## config.mk

```make
export PLATFORM = sky130hd
export DESIGN_NAME = fifo_flow_flags
export DESIGN_NICKNAME = d
export VERILOG_FILES = /design/src/rtl/fifo_flow_flags.sv
export SDC_FILE = /design/constraint.sdc
export NUM_CORES = 1
export LEC_CHECK = 0
export ABC_AREA = 0
export BUFFER_PORTS_ARGS = -buffer_cell sky130_fd_sc_hd__buf_4
export CAP_MARGIN = 0
export CORE_MARGIN = 2
export CORE_UTILIZATION = 31
export DETAILED_ROUTE_END_ITERATION = 8
export GPL_TIMING_DRIVEN = 1
export PLACE_DENSITY = 0.55
export SYNTH_ARGS = -nofsm -noshare
export SYNTH_HDL_FRONTEND = slang
export SYNTH_SLANG_ARGS = --single-unit
```

## constraint.sdc

```tcl
create_clock -name clk -period 4 [get_ports clk]
set_input_delay 0.6 -clock clk [delete_from_list [all_inputs] [get_ports clk]]
set_output_delay 0.6 -clock clk [all_outputs]
set_load 0.005 [all_outputs]
```

## src/rtl/fifo_flow_flags.sv

```systemverilog
// Synchronous FIFO feeding the flow-control FSM: stores producer words, returns them
// with one-cycle registered read latency, and reports occupancy flags and drop events.
module fifo_flow_flags #(
  parameter int DATA_WIDTH      = 8,
  parameter int ADDR_WIDTH      = 2,
  parameter int ALMOST_FULL_TH  = 3,
  parameter int ALMOST_EMPTY_TH = 1
) (
  input  logic                  clk,
  input  logic                  reset,
  input  logic                  push,
  input  logic [DATA_WIDTH-1:0] data_in,
  input  logic                  pop,
  output logic [DATA_WIDTH-1:0] data_out,
  output logic                  valid_out,
  output logic                  full,
  output logic                  almost_full,
  output logic                  empty,
  output logic                  almost_empty,
  output logic                  overflow,
  output logic                  underflow,
  output logic [ADDR_WIDTH:0]   count
);

  localparam int DEPTH = 2 ** ADDR_WIDTH;
  localparam int CW    = ADDR_WIDTH + 1;
  localparam logic [CW-1:0] DEPTH_C = CW'(DEPTH);
  localparam logic [CW-1:0] AF_TH_C = CW'(ALMOST_FULL_TH);
  localparam logic [CW-1:0] AE_TH_C = CW'(ALMOST_EMPTY_TH);

  logic [DATA_WIDTH-1:0] mem_q [DEPTH];

  logic [ADDR_WIDTH-1:0] wr_ptr_q, wr_ptr_d;
  logic [ADDR_WIDTH-1:0] rd_ptr_q, rd_ptr_d;
  logic [CW-1:0]         count_q, count_d;
  logic [DATA_WIDTH-1:0] data_out_q, data_out_d;
  logic                  valid_out_q, valid_out_d;
  logic                  overflow_q, overflow_d;
  logic                  underflow_q, underflow_d;
  logic                  full_q, full_d;
  logic                  almost_full_q, almost_full_d;
  logic                  empty_q, empty_d;
  logic                  almost_empty_q, almost_empty_d;
  logic                  wr_en_s, rd_en_s;

  // Accept decisions, next-state pointers/count, and flags decoded from the next count
  always_comb begin
    // A pop at full frees a slot, so the concurrent push is still accepted
    wr_en_s = push && (!full_q || pop);
    rd_en_s = pop && !empty_q;

    if (wr_en_s) begin
      wr_ptr_d = wr_ptr_q + ADDR_WIDTH'(1);
    end else begin
      wr_ptr_d = wr_ptr_q;
    end

    if (rd_en_s) begin
      rd_ptr_d    = rd_ptr_q + ADDR_WIDTH'(1);
      data_out_d  = mem_q[rd_ptr_q];
      valid_out_d = 1'b1;
    end else begin
      rd_ptr_d    = rd_ptr_q;
      data_out_d  = data_out_q;
      valid_out_d = 1'b0;
    end

    case ({wr_en_s, rd_en_s})
      2'b10:   count_d = count_q + CW'(1);
      2'b01:   count_d = count_q - CW'(1);
      default: count_d = count_q;
    endcase

    overflow_d     = push && full_q && !pop;
    underflow_d    = pop && empty_q;
    full_d         = (count_d == DEPTH_C);
    almost_full_d  = (count_d >= AF_TH_C) && (count_d < DEPTH_C);
    empty_d        = (count_d == {CW{1'b0}});
    almost_empty_d = (count_d != {CW{1'b0}}) && (count_d <= AE_TH_C);
  end

  // State and registered outputs; reset wins over any same-cycle push/pop
  always_ff @(posedge clk) begin
    if (reset) begin
      wr_ptr_q       <= {ADDR_WIDTH{1'b0}};
      rd_ptr_q       <= {ADDR_WIDTH{1'b0}};
      count_q        <= {CW{1'b0}};
      data_out_q     <= {DATA_WIDTH{1'b0}};
      valid_out_q    <= 1'b0;
      overflow_q     <= 1'b0;
      underflow_q    <= 1'b0;
      full_q         <= 1'b0;
      almost_full_q  <= 1'b0;
      empty_q        <= 1'b1;
      almost_empty_q <= 1'b0;
    end else begin
      wr_ptr_q       <= wr_ptr_d;
      rd_ptr_q       <= rd_ptr_d;
      count_q        <= count_d;
      data_out_q     <= data_out_d;
      valid_out_q    <= valid_out_d;
      overflow_q     <= overflow_d;
      underflow_q    <= underflow_d;
      full_q         <= full_d;
      almost_full_q  <= almost_full_d;
      empty_q        <= empty_d;
      almost_empty_q <= almost_empty_d;
    end
  end

  // Storage array is not cleared by reset; stale words become unreachable
  always_ff @(posedge clk) begin
    if (wr_en_s && !reset) begin
      mem_q[wr_ptr_q] <= data_in;
    end
  end

  assign data_out     = data_out_q;
  assign valid_out    = valid_out_q;
  assign full         = full_q;
  assign almost_full  = almost_full_q;
  assign empty        = empty_q;
  assign almost_empty = almost_empty_q;
  assign overflow     = overflow_q;
  assign underflow    = underflow_q;
  assign count        = count_q;

endmodule
```

==> results of run 1 <==
-- worst reg2reg max path, stage by stage, from the launching register on --
cell	delay (ns)
dfxtp_1	0.39
nand2b_1	0.36
inv_2	0.17
ha_1	0.27
fa_1	0.42
xnor2_1	0.15
or3_1	0.33
a211oi_1	0.22
-- placed cells by master (no fill, tap or decap), drive strengths merged, types with 2 or more instances in the layout --
master,synthesis,final
edfxtp,32,32
buf,4,29
dfxtp,22,22
nand2,19,19
a21oi,13,13
nor2,9,9
mux4,8,8
ha,5,5
clkbuf,2,5
inv,4,5
and2,4,4
nand2b,3,3
o21ai,3,3
nand3,2,2
xnor2,2,2
nor3b,2,2
-- sequential cells by signal (all words and copies together) (netlist names) --
name	cells
mem_q	32
data_out	8
count	3
rd_ptr_q	2
wr_ptr_q	2
almost_empty	1
almost_full	1
empty	1
full	1
overflow	1
underflow	1
valid_out	1
-- worst max path at each step --
stage	start	endpoint	slack [ns]	cells after the start
finish	empty	full	1.62	7
global route	empty	full	1.36	7
CTS	empty	full	1.57	7
detailed placement	pop	full	1.29	8
global placement	pop	full	1.38	8
floorplan	pop	full	1.71	8
-- layer usage --
layer	share of wire, %	track usage, %
met1	45	13.32
met2	50	16.98
met3	3.5	2.695
met4	1.6	4.329
met5	0	0
-- cell families after synthesis --
kind of cell               share of synthesized area (%)
AOI/OAI and AO/OA                                  5.093
xor gates and xnor gates                           2.337
buffers and inverters                              2.157
muxes                                              9.107
adders and majority gates                          3.955
and+or+nand+nor                                    10.25
DFF                                                67.11
-- layout make-up --
class                      instances  area, sq um
sequential                        54         1401
timing repair buffer              29        217.7
clock buffer                       5        68.82
inverter                           4        15.01
multi-input combinational         83        641.9
clock inverter                     3        20.02
fill                             610         3961
tap                               77        96.34
-- power by group --
group,switching [mW],internal [mW]
logic,0.0686,0.0855
clock network,0.174,0.123
registers,0.0281,0.620
==> out/metrics.csv, run 1 <==
stage;metric;value;unit
timing;final hold slack;0.4612;ns
timing;# setup viols final;0;
routing;final WL;3607;um
min_path;hold endpoint;data_out[7];
layout;area delta synth->final;17.85;%
placement;RD Place Congestion;0.7027;
placement;# port buffers;29;
setup_path;reg2reg setup slack;1.62;ns
setup_path;WS Path Type;register to register;
min_path;Hold WC Path Type;register to register;
timing;fmax;420.8;MHz
floorplan;die width;86.08;um
synth;Synth Flop Type;edfxtp_1;
floorplan;Initial Util;32.52;%
layout;fin cells;255;
setup_path;CP Buf/Inv Count;1;
setup_path;critical path data required time;4.23;ns
floorplan;IO Pins;30;
floorplan;DIE HEIGHT;86.08;um
setup_path;arrival time worst endpoint;2.61;ns
routing;DR vias;1157;
setup_path;crit start category;register;
grt;Tot GR Track Use;10.48;%
min_path;Hold Path Stages;2;
placement;dpl ws;1.286;ns
clocking;htree depth;2;
synth;Mapped Area;0.002088;sq mm
power_and_ir_drop;Power, Total;1.099;mW
routing;DR iter-0 viols;49;
outcome;status;finished clean;
synth;register area share after synthesis;67.11;%
power_and_ir_drop;PwrDens;446.7;mW/mm^2
placement;area post-placement;0.002372;sq mm
timing;Final TNS setup;0;ns
clocking;CTS resizes;0;
clocking;clock buffer depth;2;
layout;nets;195;
timing;worst setup slack after layout;1.624;ns
clocking;Worst-path clk slew;0.10;ns
clocking;Clock Latency Late Sink;0.30;ns
routing;drt pass-1 iters;4;
grt;largest net degree at the start of global routing;23;
timing;Tcrit/Tclk final;59.41;%
synth;Post-Syn Nets;165;
synth;most common library cells after synthesis;edfxtp_1, dfxtp_1, nand2_1, a21oi_1, nor2_1;
synth;#FFs+latches synth;54;
layout;layout cells sized above 1;26.40;%
layout;ant diodes;0;
synth;synth top area cells;edfxtp_1, dfxtp_1, mux4_2;
clocking;CTS hold repair buffers;0;
job;Maximum Capacitance Violations;0;
min_path;Hold Startpoint;data_out[7];
placement;hpwl dp;2529;um
timing;RSZ-0062 raised after global routing;false;
layout;post-layout utilization of the core;38.32;%
setup_path;Critical Path Max Stage Delay;0.42;ns
routing;Residual DRC;0;
grt;first-pass GRT wire length;5789;um
clocking;CTS tree;yes;
timing;final slew viol count;0;
setup_path;Crit Path Max Fanout;10;
setup_path;r2r startpoint;empty;
grt;vias in the first global route;1164;
clocking;setup bufs post-CTS;0;
synth;warnings from Yosys;0;
synth;count leader, synth;edfxtp_1;
setup_path;Crit-path slowest cell;fa_1;
setup_path;Cell Chain, Critical Path;nand2b_1 > inv_2 > ha_1 > fa_1 > xnor2_1 > or3_1 > a211oi_1;
routing;vias per cell;4.537;
timing;Worst Skew;0.007253;ns
grt;initial antenna violation count;0;
clocking;TritonCTS Buffers;5;
routing;Routed WL per cell;14.15;um
clocking;Sink Count;54;
placement;dpl cells;247;
floorplan;CORE AREA;0.006422;sq mm
synth;number of distinct library cells after synthesis;31;
routing;Routed Antenna Nets;0;
floorplan;die area;0.007409;sq mm
synth;area leader, netlist;edfxtp_1;
setup_path;CP Capture Type;register;
grt;gr ovfl total;0;
timing;Final Hold Vio Count;0;
clocking;CTS root buffer;clkbuf_8;
setup_path;RR Endpoint;full;
timing;Slew HR;58.45;%
power_and_ir_drop;Lkg Pwr;0.8908;nW
synth;Syn Inst Count;147;
power_and_ir_drop;maximum vdd drop;0.0001456;V
synth;Post-synth ARST share;0;%
synth;Post-synth EDFFs;32;
layout;finished layout cell area;0.002461;sq mm
setup_path;CP delay by family, top;simple AND/OR/NAND/NOR gates;
floorplan;# rows;29;
timing;Min Clock Period, post-route;2.376;ns
synth;Synth top area share;46.02;%
timing;worst slew pin tran;0.6223;ns
setup_path;R2R depth;7;
synth;Syn Area/Cell;14.21;sq um
Power figures use the tool's default switching activity.
==> run 2: changes to the inputs <==
clock period = 2.35 ns   (was 4 ns; I/O delays follow)
==> out/metrics.csv, run 2 (same netlist as run 1, synthesis figures left out) <==
stage;metric;value;unit
clocking;Worst-path clk slew;0.09;ns
setup_path;crit start category;register;
clocking;clock buffer depth;2;
clocking;Sink Count;54;
setup_path;arrival time worst endpoint;2.31;ns
layout;nets;197;
timing;Slew HR;57.19;%
grt;first-pass GRT wire length;5782;um
clocking;CTS resizes;0;
timing;# setup viols final;0;
placement;hpwl dp;2479;um
clocking;CTS hold repair buffers;0;
routing;drt pass-1 iters;4;
floorplan;die area;0.007409;sq mm
timing;final slew viol count;0;
timing;Final Hold Vio Count;0;
layout;fin cells;257;
timing;Final TNS setup;0;ns
placement;RD Place Congestion;0.7071;
clocking;TritonCTS Buffers;5;
setup_path;reg2reg setup slack;0.27;ns
routing;Routed Antenna Nets;0;
timing;Worst Skew;0.007625;ns
routing;DR iter-0 viols;44;
routing;Residual DRC;0;
routing;vias per cell;4.615;
layout;Filler cells;634;
floorplan;CORE AREA;0.006422;sq mm
min_path;Hold WC Path Type;input pin to register;
timing;Tcrit/Tclk final;88.57;%
setup_path;CP Capture Type;register;
grt;gr ovfl total;0;
floorplan;die width;86.08;um
layout;most common cell after layout, fill and taps aside;edfxtp_1;
grt;Tot GR Track Use;10.49;%
power_and_ir_drop;PwrDens;794.6;mW/mm^2
setup_path;critical path data required time;2.58;ns
layout;ant diodes;0;
clocking;setup bufs post-CTS;0;
grt;largest net degree at the start of global routing;23;
clocking;htree depth;2;
power_and_ir_drop;maximum vdd drop;0.0002352;V
floorplan;Initial Util;32.52;%
timing;RSZ-0062 raised after global routing;false;
setup_path;Crit Path Max Fanout;10;
power_and_ir_drop;Power, Total;1.984;mW
floorplan;IO Pins;30;
floorplan;# rows;29;
layout;leading cell types in the layout, fill and taps excluded;edfxtp_1, buf_4, dfxtp_1;
routing;Routed WL per cell;14.09;um
placement;dpl cells;249;
clocking;Clock Latency Late Sink;0.30;ns
layout;area delta synth->final;19.59;%
routing;DR vias;1186;
timing;fmax;480.4;MHz
layout;layout cells sized above 1;27.22;%
placement;area post-placement;0.002387;sq mm
grt;vias in the first global route;1122;
clocking;CTS tree;yes;
timing;Min Clock Period, post-route;2.081;ns
floorplan;DIE HEIGHT;86.08;um
timing;worst slew pin tran;0.6413;ns
grt;initial antenna violation count;0;
layout;max FFs per register;32;
power_and_ir_drop;Lkg Pwr;0.9097;nW
clocking;CTS root buffer;clkbuf_8;
layout;post-layout utilization of the core;38.89;%
routing;final WL;3621;um
layout;Largest Register;mem_q;
outcome;status;finished clean;
setup_path;WS Path Type;register to register;
job;Maximum Capacitance Violations;0;
layout;finished layout cell area;0.002497;sq mm
placement;# port buffers;29;
## run 2: final timing paths
path                     from     endpoint  cells past startpoint
setup / recovery        empty         full                      7
hold / removal     data_in[4]  mem_q[0][4]                      1
setup reg to reg        empty         full                      7
hold reg to reg   data_out[7]  data_out[7]                      2
## run 2: per-stage QoR
step	setup WS, ns	hold WS, ns
floorplan	0.2575	0.4481
global placement	0.2333	0.4427
detailed placement	0.1815	0.4486
CTS	0.2610	0.2344
global route	0.1512	0.2288
finish	0.2685	0.2442
## run 2: report_power, final
part / switching [mW] / leakage [nW] / internal, mW
combinational: 0.118 / 0.388 / 0.152
clock: 0.295 / 0.0514 / 0.318
sequential: 0.0466 / 0.470 / 1.05
total: 0.460 / 0.910 / 1.52
## run 2: final cells by class
type / instances / area (sq um) / share of cell area [%]
Inverter: 4 / 15.01 / 0.6012
Clock inverter: 2 / 37.54 / 1.503
Multi-Input combinational cell: 83 / 641.9 / 25.70
Clock buffer: 6 / 72.57 / 2.906
Timing Repair Buffer: 31 / 232.7 / 9.319
Sequential cell: 54 / 1401 / 56.11
Tap cell: 77 / 96.34 / 3.858
## run 2: worst max-delay path, cell delays in order (launching register included)
cell and delay [ns]:
dfxtp_1 0.38, nand2b_1 0.15, inv_2 0.11, ha_1 0.25, fa_1 0.42, xnor2_1 0.15
or3_1 0.32, a211oi_1 0.22
## run 2: layer usage
metal	routed length (um)	global-route usage (%)
met4	59	4.329
met3	177	2.984
met2	1796	16.42
met5	0	0
met1	1587	13.67
==> run 3: changes to the inputs <==
CORE_UTILIZATION = 50   (was 31)
PLACE_DENSITY = 0.78   (was 0.55)
==> out/metrics.csv, run 3 (same netlist as run 1, synthesis figures left out) <==
stage;metric;value;unit
grt;first-pass GRT wire length;5733;um
floorplan;# rows;23;
routing;Routed WL per cell;15.38;um
grt;met1 usage;19.65;%
placement;area post-placement;0.002346;sq mm
floorplan;Initial Util;52.21;%
setup_path;R2R depth;7;
layout;Filler cells;326;
job;Maximum Capacitance Violations;0;
setup_path;WS Path Type;register to register;
grt;vias in the first global route;1239;
layout;finished layout cell area;0.002427;sq mm
grt;met3 global-route usage;5.357;%
setup_path;reg2reg setup slack;0.24;ns
timing;# setup viols final;0;
layout;leading cell types in the layout, fill and taps excluded;edfxtp_1, buf_4, dfxtp_1;
placement;RD Place Congestion;0.7967;
grt;busiest grt layer;met2;
placement;hpwl dp;2547;um
layout;layout cells sized above 1;26.26;%
floorplan;die width;68.63;um
min_path;Hold Path Stages;1;
setup_path;Crit Path Max Fanout;10;
outcome;status;finished clean;
setup_path;arrival time worst endpoint;2.34;ns
clocking;Sink Count;54;
routing;drt pass-1 iters;4;
clocking;CTS resizes;0;
routing;DR vias;1210;
clocking;setup bufs post-CTS;0;
grt;Tot GR Track Use;17.89;%
timing;Tcrit/Tclk final;89.86;%
routing;Routed Antenna Nets;0;
power_and_ir_drop;Power, Total;1.855;mW
clocking;CTS tree;yes;
timing;RSZ-0062 raised after global routing;false;
timing;final slew viol count;0;
floorplan;CORE AREA;0.004000;sq mm
timing;Final TNS setup;0;ns
clocking;Clock Latency Late Sink;0.30;ns
setup_path;CP Capture Type;register;
power_and_ir_drop;PwrDens;764.2;mW/mm^2
routing;vias per cell;5.284;
setup_path;crit start category;register;
layout;footprint of the multi-input gates;641.9;sq um
grt;largest net degree at the start of global routing;23;
power_and_ir_drop;maximum vdd drop;0.0004582;V
layout;Largest Register;mem_q;
setup_path;r2r startpoint;empty;
timing;Min Clock Period, post-route;2.112;ns
timing;Slew HR;59.73;%
routing;DR iter-0 viols;51;
routing;final WL;3523;um
timing;Worst Skew;0.008322;ns
grt;gr ovfl total;0;
placement;# port buffers;29;
timing;final hold slack;0.2463;ns
min_path;Hold Startpoint;data_in[1];
layout;nets;196;
floorplan;die area;0.004709;sq mm
layout;area delta synth->final;16.24;%
clocking;CTS root buffer;clkbuf_8;
routing;Residual DRC;0;
min_path;hold endpoint;mem_q[3][1];
layout;most common cell after layout, fill and taps aside;edfxtp_1;
timing;worst slew pin tran;0.6032;ns
layout;ant diodes;0;
layout;post-layout utilization of the core;60.68;%
clocking;TritonCTS Buffers;5;
layout;max FFs per register;32;
layout;sequential cell area;0.001401;sq mm
clocking;Worst-path clk slew;0.09;ns
min_path;Hold WC Path Type;input pin to register;
clocking;CTS hold repair buffers;0;
timing;fmax;473.5;MHz
clocking;clock buffer depth;2;
setup_path;RR Endpoint;full;
grt;initial antenna violation count;0;
setup_path;critical path data required time;2.58;ns
power_and_ir_drop;Lkg Pwr;0.8956;nW
timing;Final Hold Vio Count;0;
grt;Global Route met2 Usage;31.61;%
floorplan;IO Pins;30;
floorplan;DIE HEIGHT;68.63;um
clocking;htree depth;2;
run 3: changes by cell type in the layout (fill, tap and decap cells not counted):
cell        previous run  this run
buf_4                 31        30
bufinv_16              1         0
clkinv_1               0         1
clkinv_2               0         1
clkinvlp_4             1         0
run 3: critical path, cell delays in order (launching register included):
cell and delay, ns:
dfxtp_1 0.37, nand2b_1 0.15, inv_2 0.11, ha_1 0.25, fa_1 0.42, xnor2_1 0.15, or3_1 0.34, a211oi_1 0.24
run 3: how the worst max path moves through the flow:
stage            to   from  slack, ns  depth (start not counted)
2_1_floorplan  full  empty       0.26                          8
3_3_place_gp   full    pop       0.25                          8
3_5_place_dp   full    pop       0.15                          8
4_1_cts        full  empty       0.24                          7
5_1_grt        full  empty       0.08                          7
6_report       full  empty       0.24                          7
run 3: cell type report:
type | instances | share of cell area, %
Inverter | 4 | 0.6186
Timing Repair Buffer | 30 | 9.278
Clock inverter | 2 | 0.3608
Clock buffer | 6 | 2.990
Multi-Input combinational cell | 83 | 26.44
Sequential cell | 54 | 57.73
Tap cell | 50 | 2.577
run 3: power by group:
group | total [mW] | leakage, nW | switching (mW) | internal [mW]
clock network | 0.485 | 0.0426 | 0.280 | 0.205
registers | 1.10 | 0.470 | 0.0474 | 1.05
logic | 0.268 | 0.382 | 0.119 | 0.149
total | 1.85 | 0.896 | 0.446 | 1.41
run 3: metrics by stage:
step | worst slack (ns) | instances
floorplan | 0.2575 | 147
global placement | 0.2461 | 221
detailed placement | 0.1474 | 221
CTS | 0.2384 | 229
global route | 0.07809 | 229
finish | 0.2382 | 229
run 3: layer usage:
| layer | wire, um | vias to the layer above |
|---|---|---|
| met1 | 1390 | 595 |
| met2 | 1922 | 24 |
| li1 | - | 586 |
| met3 | 148 | 5 |
| met4 | 61 | 0 |
| met5 | 0 | - |
